**src/rtl/agc_seq.sv**
```systemverilog
// AGC sequencer: warm-up, acquisition and tracking control of the AGC enable.
// Optional TRACK-mode update decimation is built when AGC_SEQ_DECIM_EN is defined.
module agc_seq #(
  parameter int REF        = 6553,
  parameter int TOL        = 328,
  parameter int WARMUP     = 2,
  parameter int LOCK_CNT   = 16,
  parameter int UNLOCK_CNT = 4,
  parameter int TIMEOUT    = 1024
`ifdef AGC_SEQ_DECIM_EN
  , parameter int DECIM_LOG2 = 3
`endif
) (
  input  logic        clk,
  input  logic        rst,
  input  logic        start,
  input  logic        stop,
  input  logic        in_valid,
  input  logic [16:0] mag,
  input  logic        mag_valid,
  output logic        agc_en,
  output logic        locked,
  output logic        acq_timeout,
  output logic [1:0]  state
);

  localparam int WW = $clog2(WARMUP + 1);
  localparam int RW = $clog2(LOCK_CNT + 1);
  localparam int SW = $clog2(TIMEOUT + 1);
  localparam int MW = $clog2(UNLOCK_CNT + 1);

  typedef enum logic [1:0] {
    IDLE  = 2'b00,
    WARM  = 2'b01,
    ACQ   = 2'b10,
    TRACK = 2'b11
  } state_t;

  state_t cur, nxt;

  logic [WW-1:0] warm, warm_n, warm_inc;
  logic [RW-1:0] run, run_n, run_inc;
  logic [SW-1:0] smp, smp_n, smp_inc;
  logic [MW-1:0] miss, miss_n, miss_inc;
  logic          tmo, tmo_n;
  logic          en_q, en_n;
  logic          locked_q;

  logic [17:0] diff, adiff;
  logic        in_win;

  // two's-complement difference; |diff| fits comfortably in 18 bits
  assign diff   = {1'b0, mag} - 18'(REF);
  assign adiff  = diff[17] ? 18'(-diff) : diff;
  assign in_win = adiff <= 18'(TOL);

  assign warm_inc = (warm == WW'(WARMUP))     ? warm : warm + WW'(1);
  assign run_inc  = (run  == RW'(LOCK_CNT))   ? run  : run  + RW'(1);
  assign smp_inc  = (smp  == SW'(TIMEOUT))    ? smp  : smp  + SW'(1);
  assign miss_inc = (miss == MW'(UNLOCK_CNT)) ? miss : miss + MW'(1);

  always_ff @(posedge clk or posedge rst) begin
    if (rst) begin
      cur      <= IDLE;
      warm     <= '0;
      run      <= '0;
      smp      <= '0;
      miss     <= '0;
      tmo      <= 1'b0;
      en_q     <= 1'b0;
      locked_q <= 1'b0;
    end else begin
      cur      <= nxt;
      warm     <= warm_n;
      run      <= run_n;
      smp      <= smp_n;
      miss     <= miss_n;
      tmo      <= tmo_n;
      en_q     <= en_n;
      locked_q <= (nxt == TRACK);
    end
  end

  always_comb begin
    nxt    = cur;
    warm_n = warm;
    run_n  = run;
    smp_n  = smp;
    miss_n = miss;
    tmo_n  = tmo;
    if (stop) begin
      nxt    = IDLE;
      warm_n = '0;
      run_n  = '0;
      smp_n  = '0;
      miss_n = '0;
    end else begin
      unique case (cur)
        IDLE: if (start) begin
          nxt    = WARM;
          warm_n = '0;
          run_n  = '0;
          smp_n  = '0;
          miss_n = '0;
          tmo_n  = 1'b0;
        end
        WARM: if (in_valid) begin
          warm_n = warm_inc;
          if (warm_inc == WW'(WARMUP)) nxt = ACQ;
        end
        ACQ: if (mag_valid) begin
          smp_n = smp_inc;
          run_n = in_win ? run_inc : '0;
          // lock takes precedence over a coincident timeout
          if (in_win && run_inc == RW'(LOCK_CNT)) begin
            nxt    = TRACK;
            run_n  = '0;
            smp_n  = '0;
            miss_n = '0;
          end else if (smp_inc == SW'(TIMEOUT)) begin
            nxt    = IDLE;
            tmo_n  = 1'b1;
            warm_n = '0;
            run_n  = '0;
            smp_n  = '0;
          end
        end
        TRACK: if (mag_valid) begin
          miss_n = in_win ? '0 : miss_inc;
          if (!in_win && miss_inc == MW'(UNLOCK_CNT)) begin
            nxt    = ACQ;
            run_n  = '0;
            smp_n  = '0;
            miss_n = '0;
          end
        end
      endcase
    end
  end

`ifdef AGC_SEQ_DECIM_EN
  logic [DECIM_LOG2-1:0] decim, decim_n;

  assign decim_n = (cur == TRACK && nxt == TRACK)
                 ? decim + DECIM_LOG2'(in_valid) : '0;
  assign en_n = (nxt == WARM) || (nxt == ACQ) ||
                (nxt == TRACK && decim_n == '0);

  always_ff @(posedge clk or posedge rst) begin
    if (rst) decim <= '0;
    else     decim <= decim_n;
  end
`else
  assign en_n = (nxt != IDLE);
`endif

  // enable is gated by a registered decode so state changes cannot glitch it
  always_comb begin
    agc_en      = in_valid & en_q;
    locked      = locked_q;
    acq_timeout = tmo;
    state       = cur;
  end

endmodule

```
**config.mk**
```make
export PLATFORM = sky130hd
export DESIGN_NAME = agc_seq
export DESIGN_NICKNAME = d
export VERILOG_FILES = /design/src/rtl/agc_seq.sv
export SDC_FILE = /design/constraint.sdc
export NUM_CORES = 1
export LEC_CHECK = 0
export ABC_AREA = 1
export ABC_CLOCK_PERIOD_IN_PS = 2900
export BUFFER_PORTS_ARGS = -buffer_cell sky130_fd_sc_hd__buf_2
export CORE_MARGIN = 10
export CORE_UTILIZATION = 55
export CTS_BUF_LIST = sky130_fd_sc_hd__clkbuf_8
export DETAILED_ROUTE_END_ITERATION = 7
export PLACE_DENSITY = 0.75
export SLEW_MARGIN = 5
export SYNTH_ARGS = -nofsm -noshare
export SYNTH_HDL_FRONTEND = slang
export SYNTH_SLANG_ARGS = --single-unit
export TNS_END_PERCENT = 5
```
**constraint.sdc**
```tcl
create_clock -name clk -period 2.9 [get_ports clk]
set_input_delay 0.435 -clock clk [delete_from_list [all_inputs] [get_ports clk]]
set_output_delay 0.435 -clock clk [all_outputs]
set_load 0.05 [all_outputs]
```
==> impl_metrics.env <==
export IMPL_grt_ovfl_total=0
export IMPL_max_slew_worst_pin_slew_ns=1.01
export IMPL_grt_pass1_wl_mm=11.0
export IMPL_synth_top_area_share_pct=23.7
export IMPL_slew_viol_final=0
export IMPL_place_gp_congestion=0.845
export IMPL_syn_area_per_cell_um2=6.13
export IMPL_cts_tree="done"
export IMPL_drt_vias_per_instance=4.99
export IMPL_post_cts_setup_buffers=0
export IMPL_status="finished clean"
export IMPL_htree_levels=1
export IMPL_synth_area_leaders="dfrtp_1, nand2_1, nor2_1, inv_1, nand3_1"
export IMPL_placedInstanceArea_mm2=0.00295
export IMPL_gr_usage_all_layers_pct=15.0
export IMPL_fin_util_pct=63.1
export IMPL_initial_core_util_pct=57.4
export IMPL_areaGrowthSynthToFinish_pct=9.97
export IMPL_slew_headroom_pct=32.4
export IMPL_synthesis_instances=448
export IMPL_yosysMostFrequentCell="nand2_1"
export IMPL_yosys_register_bits=26
export IMPL_die_w_um=90.7
export IMPL_reg2regPathDepth=12
export IMPL_async_reset_ff_share_pct=100
export IMPL_seqCellArea_um2=651
export IMPL_dp_hpwl_mm=4.86
export IMPL_clk_latency_ns=0.28
export IMPL_drc=0
export IMPL_clock_skew_ns=0.0119
export IMPL_die_y_um=90.7
export IMPL_synth_seq_area_share_pct=23.7
export IMPL_cts_hold_buffers=0
export IMPL_hold_class="input port to asynchronous set/reset pin"
export IMPL_synthesis_nets=481
export IMPL_setup_viol=0
export IMPL_netlist_area_mm2=0.00275
export IMPL_end_kind="flip-flop"
export IMPL_path_class="input port to flip-flop"
export IMPL_path_clk_slew_ns=0.10
export IMPL_synth_distinct_cells=36
export IMPL_cts_resized=0
export IMPL_finalHoldViolations=0
export IMPL_fillers=466
export IMPL_ant_nets=0
export IMPL_diodes=0
export IMPL_fmax_ghz=0.391
export IMPL_power_total_mw=1.19
export IMPL_grt_pass1_vias=2587
export IMPL_cts_buffer_depth=2
export IMPL_num_vias=2703
export IMPL_synth_edff_count=0
export IMPL_cts_inserted_buffers=3
export IMPL_critPathCapture="miss[1]"
export IMPL_clk_root_buffer_cell="clkbuf_8"
export IMPL_drtPass1Iterations=4
export IMPL_routed_wl_mm=5.99
export IMPL_cts_sinks=26
export IMPL_numPortBuffers=27
export IMPL_final_nets=509
export IMPL_post_route_period_util_pct=88.2
export IMPL_cap_viol_max_count=0
export IMPL_cp_start_kind="input port"
export IMPL_multi_input_area_mm2=0.00180
export IMPL_regToRegSetupSlack_ns=0.41
export IMPL_die_area_mm2=0.00822
export IMPL_vdd_drop_max_uv=226
export IMPL_antenna_found_initial=0
export IMPL_powerDensity_mw_per_mm2=395
export IMPL_yosysTopAreaCell="dfrtp_1"
export IMPL_r2r_end="smp[10]"
export IMPL_ys_top_cells_by_count="nand2_1, nor2_1, inv_1, nand3_1, dfrtp_1"
export IMPL_tns_ns=0
export IMPL_fp_row_count=25
export IMPL_grt_setup_unrepaired="no"
export IMPL_grt_max_degree=27
export IMPL_design_area_mm2=0.00302
export IMPL_ioPinCount=28
export IMPL_final_layout_size_suffix_gt1_share_pct=16.4
export IMPL_crit_path_start="mag[0]"
export IMPL_cp_required_ns=3.06
export IMPL_wl_per_cell_um=11.0
export IMPL_finalCriticalPeriod_ns=2.56
export IMPL_r2r_start="smp[1]"
export IMPL_ys_flop_type="dfrtp_1"
export IMPL_crit_path_max_fanout=6
export IMPL_p_leak_nw=1.54
export IMPL_drtIter0Drc=147
export IMPL_crit_arrival_ns=2.72
export IMPL_coreArea_mm2=0.00479
export IMPL_yosysWarnings=0
[cell usage in the layout (no fill, tap or decap), types with 2 or more instances in the layout]
cell type | netlist | final
buf_2 | 0 | 27
nand3_2 | 2 | 2
ha_1 | 10 | 10
nand2_4 | 1 | 2
nor3_1 | 9 | 9
nand3_1 | 39 | 39
nand2_2 | 17 | 16
nor2_4 | 2 | 2
nor2_1 | 59 | 59
clkinv_1 | 2 | 2
nand4_1 | 15 | 15
o21ai_0 | 6 | 6
or2_2 | 2 | 2
dfrtp_1 | 26 | 26
inv_1 | 56 | 56
nor3_2 | 2 | 2
nand3b_1 | 4 | 4
xor2_1 | 16 | 16
inv_2 | 6 | 6
buf_4 | 2 | 2
nand2_1 | 133 | 133
nor2_2 | 5 | 5
a21oi_1 | 7 | 7
clkbuf_8 | 0 | 3
xnor2_1 | 2 | 2
o21ai_1 | 10 | 10
[worst min-delay path by stage]
| stage | startpoint | endpoint | slack [ns] | depth (start not counted) |
|---|---|---|---|---|
| floorplan | smp[9] | smp[9] | 0.47 | 2 |
| global placement | acq_timeout | acq_timeout | 0.49 | 2 |
| detailed placement | acq_timeout | acq_timeout | 0.49 | 2 |
| CTS | rst | smp[2] | 0.44 | 2 |
| global route | rst | smp[3] | 0.50 | 2 |
| finish | rst | smp[2] | 0.38 | 2 |
[registers in the layout, indices dropped and copies added (netlist names)]
name,cells
locked,1
acq_timeout,1
miss,3
state,2
smp,11
en_q,1
run,5
warm,2
[worst max-delay path, stage by stage]
cell and delay, ns:
buf_2 0.12, inv_1 0.10, ha_1 0.19, nand2_2 0.09, nand2_2 0.11, nand2_2 0.09, nand2_1 0.10, nand2_1 0.06
nand2_2 0.10, inv_1 0.05, nor2_1 0.09, nand2_1 0.07, nand2_1 0.07, nand3_1 0.06, nand2_1 0.06, nand4_1 0.11
nor2_2 0.16, nand4_1 0.16, nand3_1 0.16, nand2_1 0.16, nand2_1 0.10, o21ai_1 0.06
[per-layer routing]
metal	share of wire (%)	vias up	routed length (µm)	track usage (%)
li1	-	1468	-	-
met1	49	1192	2940	19.1
met2	48	41	2870	26.3
met3	2.3	2	138	1.50
met4	0.58	0	35	3.32
met5	0	-	0	0
[final cells by class]
type | instances | share of cell area [%]
Tap cell | 67 | 2.77
Timing Repair Buffer | 30 | 5.63
Multi-Input combinational cell | 350 | 59.5
Clock inverter | 1 | 0.994
Sequential cell | 26 | 21.5
Clock buffer | 3 | 1.37
Inverter | 65 | 8.16
[where the power goes]
| part | internal (mW) | leakage [nW] | switching, mW |
|---|---|---|---|
| combinational | 0.147 | 1.15 | 0.322 |
| sequential | 0.389 | 0.358 | 0.0246 |
| clock | 0.185 | 0.0357 | 0.125 |
[cell families (layout without fill, tap and decap cells)]
kind of cell | count (synthesis) | count (layout) | synth area share (%)
AO/OA/AOI/OAI | 29 | 29 | 6.06
adder cells (fa/ha/maj) | 10 | 10 | 4.55
buffers and inverters | 72 | 99 | 11.0
AND/OR/NAND/NOR | 293 | 293 | 49.0
XOR/XNOR | 18 | 18 | 5.74
flip-flops | 26 | 26 | 23.7
[through the flow]
stage / instances / hold slack (ns) / setup slack [ns]
2_1_floorplan: 448 / 0.471 / 0.472
3_3_place_gp: 538 / 0.492 / 0.0725
3_5_place_dp: 538 / 0.487 / 0.0107
4_1_cts: 542 / 0.440 / 0.297
5_1_grt: 542 / 0.497 / 0.00912
6_report: 542 / 0.381 / 0.342
Note: power is estimated with default switching activity, not from simulation.
